===== src/rtl/br_pkg.sv =====
// Shared constants for branch resolution: condition codes,
// FSM encoding and flag bit positions within {z,o,c,n}.
package br_pkg;

  localparam logic [2:0] BR_BEQ    = 3'b000;
  localparam logic [2:0] BR_BNE    = 3'b001;
  localparam logic [2:0] BR_BLT    = 3'b010;
  localparam logic [2:0] BR_BGE    = 3'b011;
  localparam logic [2:0] BR_BLTU   = 3'b100;
  localparam logic [2:0] BR_BGEU   = 3'b101;
  localparam logic [2:0] BR_ALWAYS = 3'b110;
  localparam logic [2:0] BR_NEVER  = 3'b111;

  localparam int FLG_Z = 3;
  localparam int FLG_O = 2;
  localparam int FLG_C = 1;
  localparam int FLG_N = 0;

  typedef enum logic [1:0] {
    ST_IDLE    = 2'd0,
    ST_RESOLVE = 2'd1,
    ST_FLUSH   = 2'd2
  } brState_t;

endpackage


===== src/rtl/branch_resolve_if.sv =====
// Branch request channel from the EX stage into the resolver.
// Valid/ready: the producer holds the branch until br_ready.
interface branch_resolve_if #(
  parameter int PC_W  = 32,
  parameter int IMM_W = 16
);
  logic             br_valid;
  logic [2:0]       br_op;
  logic [PC_W-1:0]  br_pc;
  logic [IMM_W-1:0] br_imm;
  logic             br_ready;

  modport master (
    output br_valid, br_op, br_pc, br_imm,
    input  br_ready
  );

  modport slave (
    input  br_valid, br_op, br_pc, br_imm,
    output br_ready
  );
endinterface


===== src/rtl/br_cond_eval.sv =====
// Pure combinational branch condition check against ALU flags.
// Kept standalone so an early-branch unit can reuse it.
module br_cond_eval
  import br_pkg::*;
(
  input  logic [2:0] op,
  input  logic [3:0] flags,
  output logic       take
);

  logic z, o, c, n;

  assign z = flags[FLG_Z];
  assign o = flags[FLG_O];
  assign c = flags[FLG_C];
  assign n = flags[FLG_N];

  // Decode condition code into the taken decision
  always_comb begin
    take = 1'b0;
    unique case (op)
      BR_BEQ:    take = z;
      BR_BNE:    take = ~z;
      BR_BLT:    take = n ^ o;
      BR_BGE:    take = ~(n ^ o);
      BR_BLTU:   take = ~c;
      BR_BGEU:   take = c;
      BR_ALWAYS: take = 1'b1;
      BR_NEVER:  take = 1'b0;
      default:   take = 1'b0;
    endcase
  end

endmodule


===== src/rtl/branch_resolve.sv =====
// EX/MEM branch resolver: latches ALU flags, decides the branch,
// computes its target and squashes younger slots after a taken one.
module branch_resolve
  import br_pkg::*;
#(
  parameter int PC_W        = 32,
  parameter int IMM_W       = 16,
  parameter int FLUSH_DEPTH = 2
) (
  input  logic            clk,
  input  logic            rst_n,
  input  logic            flag_we,
  input  logic            zIn,
  input  logic            oIn,
  input  logic            cIn,
  input  logic            nIn,
  input  logic            stall,
  branch_resolve_if.slave brIf,
  output logic            take,
  output logic [PC_W-1:0] target,
  output logic            resolved,
  output logic            flush,
  output logic [3:0]      flags_q
);

  brState_t state, stateNext;

  logic            takeQ;
  logic [2:0]      flushCnt;
  logic [3:0]      flagsIn;
  logic [3:0]      evalFlags;
  logic            condTake;
  logic            accept;
  logic [PC_W-1:0] immExt;
  logic [PC_W-1:0] targetNext;

  assign flagsIn   = {zIn, oIn, cIn, nIn};
  assign evalFlags = flag_we ? flagsIn : flags_q;

  assign brIf.br_ready = (state == ST_IDLE);
  assign accept        = brIf.br_valid & brIf.br_ready;

  assign immExt = {{(PC_W-IMM_W){brIf.br_imm[IMM_W-1]}},
                   brIf.br_imm};
  assign targetNext = brIf.br_pc + PC_W'(4)
                    + (immExt << 2);

  br_cond_eval u_cond (
    .op    (brIf.br_op),
    .flags (evalFlags),
    .take  (condTake)
  );

  assign resolved = (state == ST_RESOLVE);
  assign flush    = (state == ST_FLUSH);
  assign take     = takeQ & (state != ST_IDLE);

  // Flag register, written whenever the ALU publishes flags
  always_ff @(posedge clk or negedge rst_n) begin
    if (!rst_n) flags_q <= '0;
    else if (flag_we) flags_q <= flagsIn;
  end

  // State register
  always_ff @(posedge clk or negedge rst_n) begin
    if (!rst_n) state <= ST_IDLE;
    else        state <= stateNext;
  end

  // Next-state decision; stall freezes RESOLVE and FLUSH
  always_comb begin
    stateNext = state;
    unique case (state)
      ST_IDLE: begin
        if (accept) stateNext = ST_RESOLVE;
      end
      ST_RESOLVE: begin
        if (!stall)
          stateNext = takeQ ? ST_FLUSH : ST_IDLE;
      end
      ST_FLUSH: begin
        if (!stall && flushCnt == 3'd1)
          stateNext = ST_IDLE;
      end
      default: stateNext = ST_IDLE;
    endcase
  end

  // Capture decision and target at accept; held until next accept
  always_ff @(posedge clk or negedge rst_n) begin
    if (!rst_n) begin
      takeQ  <= 1'b0;
      target <= '0;
    end else if (accept) begin
      takeQ  <= condTake;
      target <= targetNext;
    end
  end

  // Flush length counter, only advances on non-stalled cycles
  always_ff @(posedge clk or negedge rst_n) begin
    if (!rst_n) begin
      flushCnt <= '0;
    end else if (state == ST_RESOLVE) begin
      if (!stall && takeQ) flushCnt <= 3'(FLUSH_DEPTH);
    end else if (state == ST_FLUSH) begin
      if (!stall) flushCnt <= flushCnt - 3'd1;
    end
  end

endmodule


===== src/flat_wrapper.sv =====
// flat-port wrapper written by rule: the top's interface ports become plain ports
module branch_resolve_flat import br_pkg::*;
#(
  parameter int PC_W        = 32,
  parameter int IMM_W       = 16,
  parameter int FLUSH_DEPTH = 2
)
  (clk, rst_n, flag_we, zIn, oIn, cIn, nIn, stall, take, target, resolved, flush, flags_q, brIf_br_valid, brIf_br_op, brIf_br_pc, brIf_br_imm, brIf_br_ready);
  branch_resolve_if #(.PC_W(PC_W), .IMM_W(IMM_W)) brIf_i ();
  input  logic clk;
  input  logic rst_n;
  input  logic flag_we;
  input  logic zIn;
  input  logic oIn;
  input  logic cIn;
  input  logic nIn;
  input  logic stall;
  output logic take;
  output logic [PC_W-1:0] target;
  output logic resolved;
  output logic flush;
  output logic [3:0] flags_q;
  input wire logic [$bits(brIf_i.br_valid)-1:0] brIf_br_valid;
  input wire logic [$bits(brIf_i.br_op)-1:0] brIf_br_op;
  input wire logic [$bits(brIf_i.br_pc)-1:0] brIf_br_pc;
  input wire logic [$bits(brIf_i.br_imm)-1:0] brIf_br_imm;
  output wire logic [$bits(brIf_i.br_ready)-1:0] brIf_br_ready;
  assign brIf_i.br_valid = brIf_br_valid;
  assign brIf_i.br_op = brIf_br_op;
  assign brIf_i.br_pc = brIf_br_pc;
  assign brIf_i.br_imm = brIf_br_imm;
  assign brIf_br_ready = brIf_i.br_ready;
  branch_resolve #(.PC_W(PC_W), .IMM_W(IMM_W), .FLUSH_DEPTH(FLUSH_DEPTH)) u_core (.clk(clk), .rst_n(rst_n), .flag_we(flag_we), .zIn(zIn), .oIn(oIn), .cIn(cIn), .nIn(nIn), .stall(stall), .brIf(brIf_i), .take(take), .target(target), .resolved(resolved), .flush(flush), .flags_q(flags_q));
endmodule

===== config.mk =====
export PLATFORM = sky130hd
export DESIGN_NAME = branch_resolve_flat
export DESIGN_NICKNAME = d
export VERILOG_FILES = /design/src/rtl/br_pkg.sv /design/src/rtl/branch_resolve_if.sv /design/src/rtl/br_cond_eval.sv /design/src/rtl/branch_resolve.sv /design/src/flat_wrapper.sv
export SDC_FILE = /design/constraint.sdc
export NUM_CORES = 1
export LEC_CHECK = 0
export ABC_AREA = 0
export BUFFER_PORTS_ARGS = -buffer_cell sky130_fd_sc_hd__buf_4
export CAP_MARGIN = 30
export CORE_ASPECT_RATIO = 0.9
export CORE_MARGIN = 3
export CORE_UTILIZATION = 45
export DETAILED_ROUTE_END_ITERATION = 10
export PLACE_DENSITY = 0.7
export SETUP_SLACK_MARGIN = 0.4
export SYNTH_ARGS = -nofsm -noshare
export SYNTH_HDL_FRONTEND = slang
export SYNTH_SLANG_ARGS = --single-unit

===== constraint.sdc =====
create_clock -name clk -period 1.9 [get_ports clk]
set_clock_uncertainty 0.2 [all_clocks]
set_input_delay 0.38 -clock clk [delete_from_list [all_inputs] [get_ports clk]]
set_output_delay 0.38 -clock clk [all_outputs]
set_load 0.02 [all_outputs]

==> metrics.txt <==
average size of a mapped cell 8.58 um^2; grt ovf 0; # DRC 0; Rel. slew slack 61.8%; power per cell area 924 nW/um^2; clk slew on worst S/H paths 90 ps; Worst Setup Slack, final -879 ps; initial antenna violation count 0; GRT Util Overall between 20% and 30%; CTS root buffer clkbuf_8; sequential share of the synthesized area 28.8%; Worst Tran Pin Value 573 ps; diode count 0; cell with the most instances after synthesis nand2_1; vias in the first global route 4368; critical path class in -> reg; Cells after DPL roughly 700; number of buffers created by CTS 5; Clock power frac 10.0%; Adder-Cell Fraction of Synth Area 20.8%; final worst-path cycle share 146%; Skew-Pair Late Insertion Delay 300 ps; Port-buffer cells about 100; Synth area leaders dfrtp_1, ha_1, nand2_1; Core Region approximately 7700 um^2; Synth Instances 425; Die Wd just over 100 um; Final TNS setup -14020 ps; DP Worst Slack -1170 ps; crit path DAT 2780 ps; Min-Delay Path Class in -> reg; startpoint class of the critical path input port; Via density 5.96; Post-Syn Area 3650 um^2; Post-synth EDFFs 0; # rows 30; largest net degree at the start of global routing 43; io pins 100; Leak Pwr 0.00311 uW; ys async rst share 100%; Final min period 2780 ps; power share of the combinational group 65.0%; combinational family with the most area after synthesis compound AO/OA/AOI/OAI gates; Seq pwr share 25.0%; WL/cell between 15 and 20 um; Setup crit end kind flop; first-pass GRT wire length between 20000 and 25000 um; clock buffer depth 2; Initial Utilization 47.4%; layout cells sized above 1 around 58%; Synth Area in Compound Gates 21.8%; Post-Route WL 14700 um; Cell Count, Final, Fillers Out roughly 750; prevailing post-synth register cell dfrtp_1; Slew Limit Fails 0; status finished, violations left; Total Nets Final 770; Max-cap violations 0; setup violators final 24; RSZ-0062 raised after global routing true; ANT nets after route 0; Max Clk Rate 360 MHz; DR pass1 iterations 4; final hold vios 0; Post-Syn Nets 545; Crit path required time between 1500 and 2000 ps; Int Power 3520 uW; synthesized flop and latch total 42; Syn-to-layout area delta 86.5%; TritonCTS clock tree built; Synth top area share between 20% and 30%; Synth area leader dfrtp_1; Distinct cells, synth 50; via count approximately 4500; sw frac roughly 44%; Die Y a little over 90 um; clk sink count 42; Yosys Warn Count 0; most common library cells after synthesis nand2_1, ha_1, dfrtp_1; maximum VDD drop 757 uV; switching power 2770 uW; GP Congestion about 0.93; final core utilization about nine tenths; failing checks setup timing; worst r2r path cells 4; simple-gate share of the synthesized area 18.7%; HPWL after DPL approximately 8900 um; Post-Synth XOR/XNOR Area 5.28%; die area 9230 um^2; initial DRC count roughly 280; CP max FO 3; CTS H-tree depth 2; mux contribution to synthesized area 1.78%; Worst Hold Depth 3
## layer usage
layer	GRT usage [%]	part of all wire, %	vias up
li1	-	-	2015
met1	34.4	38	2139
met2	48.4	50	226
met3	4.15	7.1	70
met4	8.42	4.6	0
met5	0	0	-
## worst max-delay path, stage by stage
cell and delay [ps]:
buf_6 100, ha_4 230, ha_4 160, buf_4 140, a21oi_4 140, nand4b_1 190, a21oi_2 90, o2111a_2 290
or4b_4 520, a31o_1 240, a221o_1 290
## cell families (layout without fill, tap and decap cells)
logic type | Yosys count | after routing
fa+ha+maj | 60 | 60
flops | 42 | 42
mux | 6 | 6
buf+inv | 28 | 254
xor+xnor | 22 | 22
simple gates | 141 | 141
compound gates | 126 | 126
## final cells by class
| cell class | count | area, um^2 |
|---|---|---|
| clock buffer | 5 | 68.8 |
| sequential | 42 | 1050 |
| tap | 96 | 120 |
| clock inverter | 3 | 21.3 |
| multi-input combinational | 355 | 3560 |
| fill | 379 | 890 |
| timing repair buffer | 233 | 1920 |
| inverter | 13 | 56.3 |
## cells in the final DEF (no fill, tap or decap), types with 4 or more instances in the layout
| cell type | netlist | final |
|---|---|---|
| nor3_1 | 7 | 4 |
| dfrtp_1 | 42 | 39 |
| xor2_1 | 9 | 8 |
| nand2_1 | 63 | 59 |
| o21ai_0 | 37 | 10 |
| xnor2_1 | 13 | 5 |
| a21o_1 | 11 | 11 |
| nand3b_1 | 4 | 4 |
| nor2_4 | 0 | 4 |
| inv_1 | 13 | 8 |
| nand4_1 | 9 | 9 |
| buf_6 | 0 | 36 |
| o21ai_1 | 0 | 21 |
| a21oi_4 | 0 | 8 |
| ha_1 | 59 | 13 |
| ha_4 | 0 | 45 |
| o21ai_2 | 0 | 6 |
| a21oi_1 | 34 | 16 |
| nor2_1 | 18 | 11 |
| nand3_1 | 13 | 13 |
| clkbuf_8 | 0 | 5 |
| a21oi_2 | 0 | 10 |
| nor2b_1 | 7 | 5 |
| buf_4 | 0 | 193 |
| xnor2_2 | 0 | 7 |
| o21bai_1 | 5 | 5 |
| o211ai_1 | 4 | 4 |
## per-stage QoR
| step | total power [uW] | area [um^2] | hold slack (ps) |
|---|---|---|---|
| after floorplan | 3350 | 4160 | -116 |
| final | 6290 | 6810 | 61.8 |
| after global placement | 4720 | 5670 | 204 |
| after CTS | 5850 | 6530 | 57.8 |
| after detailed placement | 4810 | 5670 | 209 |
| after global routing | 6650 | 6810 | 71.0 |
## flip-flops by register name, indices dropped and copies added (netlist names)
register / cells
u_core.takeQ: 1
u_core.target: 32
u_core.flags_q: 4
u_core.flushCnt: 3
u_core.state: 2
## power by group through the flow
stage          registers, uW  clock network (uW)  logic [uW]
3_3_place_gp            1540                   0        3180
4_1_cts                 1540                 621        3680
6_report                1570                 630        4090
2_1_floorplan           1920                   0        1440
5_1_grt                 1610                 680        4360
3_5_place_dp            1560                   0        3250
## path summary, 6_finish.rpt
check                                         startpoint                             to  slack [ps]
max                                       brIf_br_imm[1]  u_core.target[28]$_DFFE_PN0P_        -880
min                                        brIf_br_pc[0]   u_core.target[0]$_DFFE_PN0P_          60
max reg2reg                  u_core.state[0]$_DFFE_PN0P_  u_core.target[12]$_DFFE_PN0P_         210
min reg2reg                u_core.target[11]$_DFFE_PN0P_  u_core.target[11]$_DFFE_PN0P_         290
max in group asynchronous                          rst_n    u_core.state[0]$_DFFE_PN0P_         670
min in group asynchronous                          rst_n    u_core.flags_q[1]$_DFF_PN0_         410
## what timing repair did
action	CTS	global route
endpoints found under the hold margin	42	0
buffers inserted	23	13
endpoints found under the setup margin	36	39
pin swaps	67	41
hold buffers	1	0
gates resized for setup	119	39
Note: power is estimated with default switching activity, not from simulation.
